**src/rtl/risc_alu.sv**
```systemverilog
// risc_alu: 32-bit execute-stage ALU (add, two's complement, AND, XOR, shifts).
// Result and zero flag are registered, so each result appears one clock after its operands.
module risc_alu (
  input  logic        clk,
  input  logic        rst_n,
  input  logic [31:0] Input1,
  input  logic [31:0] Input2,
  input  logic        isTwoC,
  input  logic [1:0]  Operation,
  input  logic [2:0]  SetFlag,
  input  logic        LeftOrRight,
  input  logic        isArith,
  output logic [31:0] Result,
  output logic        zero
);

  typedef enum logic [1:0] {
    OP_ARITH = 2'b00,
    OP_AND   = 2'b01,
    OP_XOR   = 2'b10,
    OP_SHIFT = 2'b11
  } op_e;

  op_e         op;
  logic [4:0]  sh;
  logic [31:0] arith_res;
  logic [31:0] shift_res;
  logic [31:0] alu_res;

  logic [31:0] Result_q, Result_d;
  logic        zero_q,   zero_d;

  // SetFlag[2:1] are reserved and deliberately have no effect.
  logic unused_setflag_hi;
  assign unused_setflag_hi = ^SetFlag[2:1];

  assign op = op_e'(Operation);
  assign sh = Input2[4:0];

  // Adder / negator: two's complement ignores Input1 entirely.
  always_comb begin
    arith_res = '0;
    if (isTwoC) begin
      arith_res = ~Input2 + 32'd1;
    end else begin
      arith_res = Input1 + Input2;
    end
  end

  // Barrel shifter: left is always zero fill; right fill selected by isArith.
  always_comb begin
    shift_res = '0;
    if (!LeftOrRight) begin
      shift_res = Input1 << sh;
    end else if (isArith) begin
      shift_res = $unsigned($signed(Input1) >>> sh);
    end else begin
      shift_res = Input1 >> sh;
    end
  end

  // Operation select.
  always_comb begin
    alu_res = '0;
    unique case (op)
      OP_ARITH: alu_res = arith_res;
      OP_AND:   alu_res = Input1 & Input2;
      OP_XOR:   alu_res = Input1 ^ Input2;
      OP_SHIFT: alu_res = shift_res;
      default:  alu_res = '0;
    endcase
  end

  // Next-state: Result always updates, zero only when SetFlag[0] is set.
  always_comb begin
    Result_d = alu_res;
    zero_d   = zero_q;
    if (SetFlag[0]) begin
      zero_d = (alu_res == '0);
    end
  end

  // Output registers with synchronous active-low reset.
  always_ff @(posedge clk) begin
    if (!rst_n) begin
      Result_q <= '0;
      zero_q   <= 1'b0;
    end else begin
      Result_q <= Result_d;
      zero_q   <= zero_d;
    end
  end

  assign Result = Result_q;
  assign zero   = zero_q;

endmodule

```
**config.mk**
```make
export PLATFORM = sky130hd
export DESIGN_NAME = risc_alu
export DESIGN_NICKNAME = d
export VERILOG_FILES = /design/src/rtl/risc_alu.sv
export SDC_FILE = /design/constraint.sdc
export NUM_CORES = 1
export LEC_CHECK = 0
export CAP_MARGIN = 0
export CORE_MARGIN = 1.5
export CORE_UTILIZATION = 40
export CTS_BUF_LIST = sky130_fd_sc_hd__clkbuf_8
export CTS_CLUSTER_SIZE = 10
export DETAILED_ROUTE_END_ITERATION = 10
export PLACE_DENSITY = 0.73
export SLEW_MARGIN = 10
export SYNTH_ARGS = -nofsm -noshare
export SYNTH_HDL_FRONTEND = slang
export SYNTH_SLANG_ARGS = --single-unit
```
**constraint.sdc**
```tcl
create_clock -name clk -period 5.75 [get_ports clk]
set_input_delay 0.575 -clock clk [delete_from_list [all_inputs] [get_ports clk]]
set_output_delay 0.575 -clock clk [all_outputs]
set_load 0.02 [all_outputs]
```
==> results of run 1 <==
==> final cells by class <==
| class | instances | area share [%] |
|---|---|---|
| multi-input cells | 983 | 74.73 |
| repair buffers | 145 | 13.64 |
| flip-flops and latches | 33 | 6.607 |
| well taps | 275 | 3.441 |
| inverters | 20 | 0.7508 |
| clock buffers | 5 | 0.6883 |
| clock inverters | 3 | 0.1377 |
==> state kept, by name (all words and copies together), names as in the netlist <==
register and cells:
Result 32, zero 1
==> worst max-delay path, cell delays in order <==
cell and delay, ps:
clkdlybuf4s50_1 550, ha_1 240, inv_1 70, fa_1 380, nor2b_1 270, o2111ai_1 370, a211oi_1 720, o2111ai_1 450
a2111oi_0 660, nor3_1 90, nor4_1 320, nand4_1 120, or4_1 400, nand2_1 70
==> cells by family (layout without fill, tap and decap cells) <==
family	Yosys count	count (layout)
and+or+nand+nor	425	425
AOI/OAI and AO/OA	362	362
muxes	136	136
buffers and inverters	117	173
adders and majority gates	35	35
DFF	33	33
xor gates and xnor gates	25	25
==> routing by layer <==
layer	vias to the layer above	track usage (%)	wire [um]	share of wire [%]
met1	4983	51.45	16610	40
met5	-	0	0	0
li1	4599	-	-	-
met4	0	15.89	2112	5.1
met3	108	6.677	4998	12
met2	799	53.87	17380	42
==> stage by stage <==
step | utilization (%) | hold slack (ps) | power (mW)
final | 47.56 | 482.1 | 1.402
after global routing | 47.56 | 504.4 | 1.471
after CTS | 47.56 | 484.7 | 1.377
after floorplan | - | 542.8 | 0.8457
after global placement | 47.17 | 474.8 | 1.204
after detailed placement | 47.17 | 473.5 | 1.203
==> power by group through the flow <==
stage          Clock [mW]  Sequential, mW  Combinational (mW)
2_1_floorplan           0           0.288               0.558
6_report            0.168           0.255               0.979
5_1_grt             0.184           0.257                1.03
3_5_place_dp            0           0.261               0.943
4_1_cts             0.173           0.255               0.948
3_3_place_gp            0           0.260               0.944
==> final timing paths <==
path,endpoint,slack (ps),cells past startpoint
min,zero,480,2
min reg2reg,zero,480,2
max reg2reg,zero,5190,2
max,zero,720,14
==> cells in the mapped netlist (10+ instances only) <==
cell type	n	area, sq um
nor4_1	22	137.6
mux4_2	56	1261
a31oi_1	22	137.6
clkbuf_1	67	251.5
inv_1	15	56.30
buf_1	16	60.06
nand4_1	16	100.1
mux2i_1	41	410.4
o31ai_1	12	90.09
a2111oi_0	10	87.58
nand2b_1	11	68.82
dfxtp_1	33	660.6
a21oi_1	72	360.4
nor2_1	88	330.3
o21ai_0	59	295.3
o22ai_1	14	87.58
nand3_1	32	160.2
and3_1	12	75.07
mux2_2	39	439.2
nor3_1	41	205.2
nor2b_1	15	93.84
and2_1	24	150.1
a211oi_1	17	127.6
ha_1	34	425.4
xnor2_1	15	131.4
or3_1	14	87.58
xor2_1	10	87.58
nand2_1	104	390.4
o211ai_1	21	157.7
==> reports/summary.txt, run 1 <==
CTS Root Cell = clkbuf_8
DRT iter0 DRCs = 1434
# setup viols final = 0
CTS Buffer Depth = 2
Multi-input gate area = 7472 sq um
Compound-Gate Fraction of Synth Area = 29.46%
Slew @ Worst Pin = 1133 ps
sequential area share after synthesis = 7.684%
Seq cells post-synth = 33
register area = 660.6 sq um
CP Capture Type = register
Synth Area in XOR/XNOR = 2.547%
crit path launch type = input port
worst setup margin = 715.5 ps
CTS hold repair buffers = 0
initial antenna violation count = 0
Syn Std Cell Area = 8597 sq um
r2r startpoint = zero
clock transition at the registers of the reported paths = 70 ps
Routed WL = 41100 um
layout cells sized above 1 = 14.38%
most common cell after layout, fill and taps aside = nand2_1
run status = finished, final reports clean
Ports = 107
Max-Cap Viols = 0
fin nets = 1297
die area = 22380 sq um
Pwr Density = 140.3 nW/um^2
Die X = 149.6 um
Post-CTS Resized = 0
Clk pwr share = 12.0%
core area = 21020 sq um
number of I/O port buffers = 104
GRT Resource Usage Total = 36.46%
CTS Buf Count = 5
ys flop type = dfxtp_1
Synth Warn # = 0
dpl cells = 1456
Final TNS setup = 0 ps
switching share of power = 48.70%
Clock Latency Late Sink = 290 ps
P_int = 719.4 uW
EDFF count, synth = 0
RSZ-0062 raised after global routing = false
sequential power share = 18.2%
peak supply drop = 0.08534 mV
Max Slew Vio Count = 0
H-Tree Depth = 2
fin crit share = 87.56%
Die Ht = 149.6 um
Post-Synth Adder-Cell Area = 5.181%
WL/cell = 28.07 um
CTS tree = done
Synth Area per Inst = 7.588 sq um
Sink Count = 33
first-pass GRT wire length = 61330 um
Hold Path Class = reg -> reg
Comb power frac = 69.8%
cells after synthesis = 1133
commonest cells after routing, fill and taps aside = nand2_1 (104), clkdlybuf4s50_1 (101), nor2_1 (88)
post-place setup slack = 621.4 ps
simple logic cell fraction of the synthesized area = 25.12%
Vias/cell = 7.165
residual DRC count = 0
Row Count = 53
critical path class = in -> reg
drt pass-1 iters = 5
Setup Skew = 0 ps
Max transition margin = 23.79%
fin area = 9998 sq um
Static Leak = 3.475 nW
Post-Syn Nets = 1242
Async S/R FF share, synth = 0%
Worst EP arrival = 5270 ps
DP HPWL = 31590 um
Critical Path Source = Input1[0]
P_sw = 682.9 uW
CP Max Fanout = 8
Fillers = 2096
post-CTS setup buffers = 0
Overflow after GRT = 0
count of different cell masters after synthesis = 82
largest family of logic cells by synthesized area = compound AO/OA/AOI/OAI gates
ANT cells = 0
Routed Antenna Nets = 0
crit path time final = 5035 ps
Req. time, crit path = 5990 ps
mux share of post-synthesis cell area = 24.55%
number of global-route vias before repair = 9497
largest net degree at the start of global routing = 67
Final Instance Count excl. Fillers = 1464
Hold Startpoint = zero
DP Area = 9916 sq um
area grow syn2layout = 16.30%
vias = 10490
Peak Freq = 198.6 MHz
final hold violation count = 0
starting density of the core = 40.90%
RePlAce Congestion = 1.046
Note: power is estimated with default switching activity, not from simulation.
==> run 2, diff against run 1 <==
- CELL_PAD_IN_SITES_DETAIL_PLACEMENT: default -> 1
- CELL_PAD_IN_SITES_GLOBAL_PLACEMENT: default -> 2
- CORE_UTILIZATION: 40 -> 34
- PLACE_DENSITY: 0.73 -> 0.95
- clock period: 5.75 -> 5.1 ns (I/O delays scaled with it)
==> run 2 against run 1 <==
Effect of this change: die area rose by 17%; hold slack gained 40 ps; utilization decreased by 6.6 points; cell count is 4.9% higher; cell area increased by 2.3%; combinational power grew 16%; sequential share of layout area fell by 0.15 points; non-clock buffer count grew 17; sequential power up 13%; global-route usage fell by 2.4 points; sequential cell count unchanged.
==> reports/summary.txt, run 2 (same netlist as run 1, synthesis figures left out) <==
run status = finished, final reports clean
Worst EP arrival = 4870 ps (-400 ps)
die area = 26250 sq um (+17%)
sequential power share = 17.0% (-1.2 points)
Post-CTS Resized = 0 (unchanged)
DP HPWL = 35120 um (+11%)
DRT iter0 DRCs = 1243 (-13%)
clock transition at the registers of the reported paths = 80 ps (about the same)
WL/cell = 29.36 um (+4.6%)
internal reg-to-reg setup slack = 4490 ps (-700 ps)
initial antenna violation count = 0 (unchanged)
ANT cells = 0 (unchanged)
layout cells sized above 1 = 15.67% (+1.3 points)
GRT Resource Usage Total = 34.06% (-2.4 points)
H-Tree Depth = 2 (unchanged)
Static Leak = 3.564 nW (+2.5%)
Die Ht = 162.0 um (+8.3%)
largest net degree at the start of global routing = 49 (-27%)
Row Count = 58 (+9.4%)
crit path to = zero
switching share of power = 48.32% (-0.38 points)
fin nets = 1314 (+1.3%)
area grow syn2layout = 18.96%
Hold Path Class = reg -> reg
final hold violation count = 0 (unchanged)
Req. time, crit path = 5350 ps (-640 ps)
CTS Root Cell = clkbuf_8
Peak Freq = 216.2 MHz
Die X = 162.0 um (+8.3%)
number of I/O port buffers = 104 (unchanged)
CTS hold repair buffers = 0 (unchanged)
CTS Buffer Depth = 2 (unchanged)
P_sw = 817.6 uW (+20%)
CTS tree = done
Max-Cap Viols = 0 (unchanged)
Setup Skew = 0 ps (unchanged)
Overflow after GRT = 0 (unchanged)
# setup viols final = 0 (unchanged)
capturing point of the worst reg2reg path = zero
post-CTS setup buffers = 0 (unchanged)
number of flip-flops in the largest register = 32 (unchanged)
Slew @ Worst Pin = 1054 ps (-79.07 ps)
register area = 660.6 sq um (unchanged)
Multi-input gate area = 7472 sq um (unchanged)
Max transition margin = 28.86% (+5.1 points)
Fillers = 3105 (+48%)
most common cell after layout, fill and taps aside = nand2_1
residual DRC count = 0 (unchanged)
number of global-route vias before repair = 10460 (+10%)
fin crit share = 90.68%
Vias/cell = 7.036 (-1.8%)
Routed WL = 45100 um (+9.8%)
commonest cells after routing, fill and taps aside = nand2_1 (104), clkdlybuf4s50_1 (101), nor2_1 (88)
WHS = 522.6 ps (+40.49 ps)
crit path time final = 4625 ps
critical path class = in -> reg
Critical Path Source = Input1[0]
r2r startpoint = zero
Max Slew Vio Count = 0 (unchanged)
CP Max Fanout = 5 (-3)
crit path launch type = input port
Clock Latency Late Sink = 300 ps (about the same)
drt pass-1 iters = 6 (+1)
path depth of the worst reg2reg path = 2 (unchanged)
vias = 10810 (+3.0%)
peak supply drop = 0.1187 mV (+39%)
Comb power frac = 67.5% (-2.3 points)
Sink Count = 33 (unchanged)
CP Capture Type = register
RSZ-0062 raised after global routing = false
starting density of the core = 34.44% (-6.5 points)
Clk pwr share = 15.4% (+3.4 points)
Ports = 107 (unchanged)
Pwr Density = 165.4 nW/um^2 (+18%)
CTS Buf Count = 5 (unchanged)
first-pass GRT wire length = 68020 um (+11%)
Final TNS setup = 0 ps (unchanged)
Routed Antenna Nets = 0 (unchanged)
P_int = 874.4 uW (+22%)
core area = 24960 sq um (+19%)
RePlAce Congestion = 1.037 (-0.80%)
Hold Startpoint = zero
-- run 2: changes by cell type in the layout (fill, tap and decap cells not counted), sizes merged --
cell,delta
buf,+17
inv,-1
clkinv,-1
clkinvlp,+1
bufinv,+1
-- run 2: power by group through the flow --
stage	Combinational, mW	Clock, mW	Sequential [mW]
floorplan	0.629	0	0.325
global placement	1.09	0	0.293
detailed placement	1.10	0	0.295
CTS	1.11	0.266	0.289
global route	1.20	0.278	0.290
finish	1.14	0.261	0.288
-- run 2: layout make-up --
type                            count  area share (%)
Multi-Input combinational cell    983           73.06
Timing Repair Buffer              162           14.58
Sequential cell                    33           6.460
Tap cell                          330           4.037
Inverter                           20          0.7340
Clock buffer                        5          0.6729
Clock inverter                      3          0.4527
-- run 2: how the worst min path moves through the flow --
stage          depth (start not counted)    to
2_1_floorplan                          2  zero
3_3_place_gp                           2  zero
3_5_place_dp                           2  zero
4_1_cts                                2  zero
5_1_grt                                2  zero
6_report                               2  zero
-- run 2: worst max-delay path: stages --
cell and delay (ps):
clkdlybuf4s50_1 560, ha_1 230, inv_1 70, fa_1 390
nor2b_1 250, o2111ai_1 210, a211oi_1 560, o2111ai_1 290
a2111oi_0 670, nor3_1 120, nor4_1 400, nand4_1 140
or4_1 410, nand2_1 70
-- run 2: stage by stage --
stage	instance area [sq um]	util, %	cells	power [mW]	setup WS, ps
finish	10230	40.97	1536	1.692	475.2
detailed placement	10110	40.51	1528	1.397	280.8
CTS	10230	40.97	1536	1.663	538.9
floorplan	8597	-	1133	0.9535	750.9
global placement	10110	40.51	1528	1.379	411.4
global route	10230	40.97	1536	1.768	153.1
-- run 2: metal layers --
layer | global-route usage, % | routed length [um]
met3 | 4.494 | 3781
met4 | 12.43 | 2020
met1 | 47.39 | 19110
met5 | 0 | 0
met2 | 53.80 | 20190
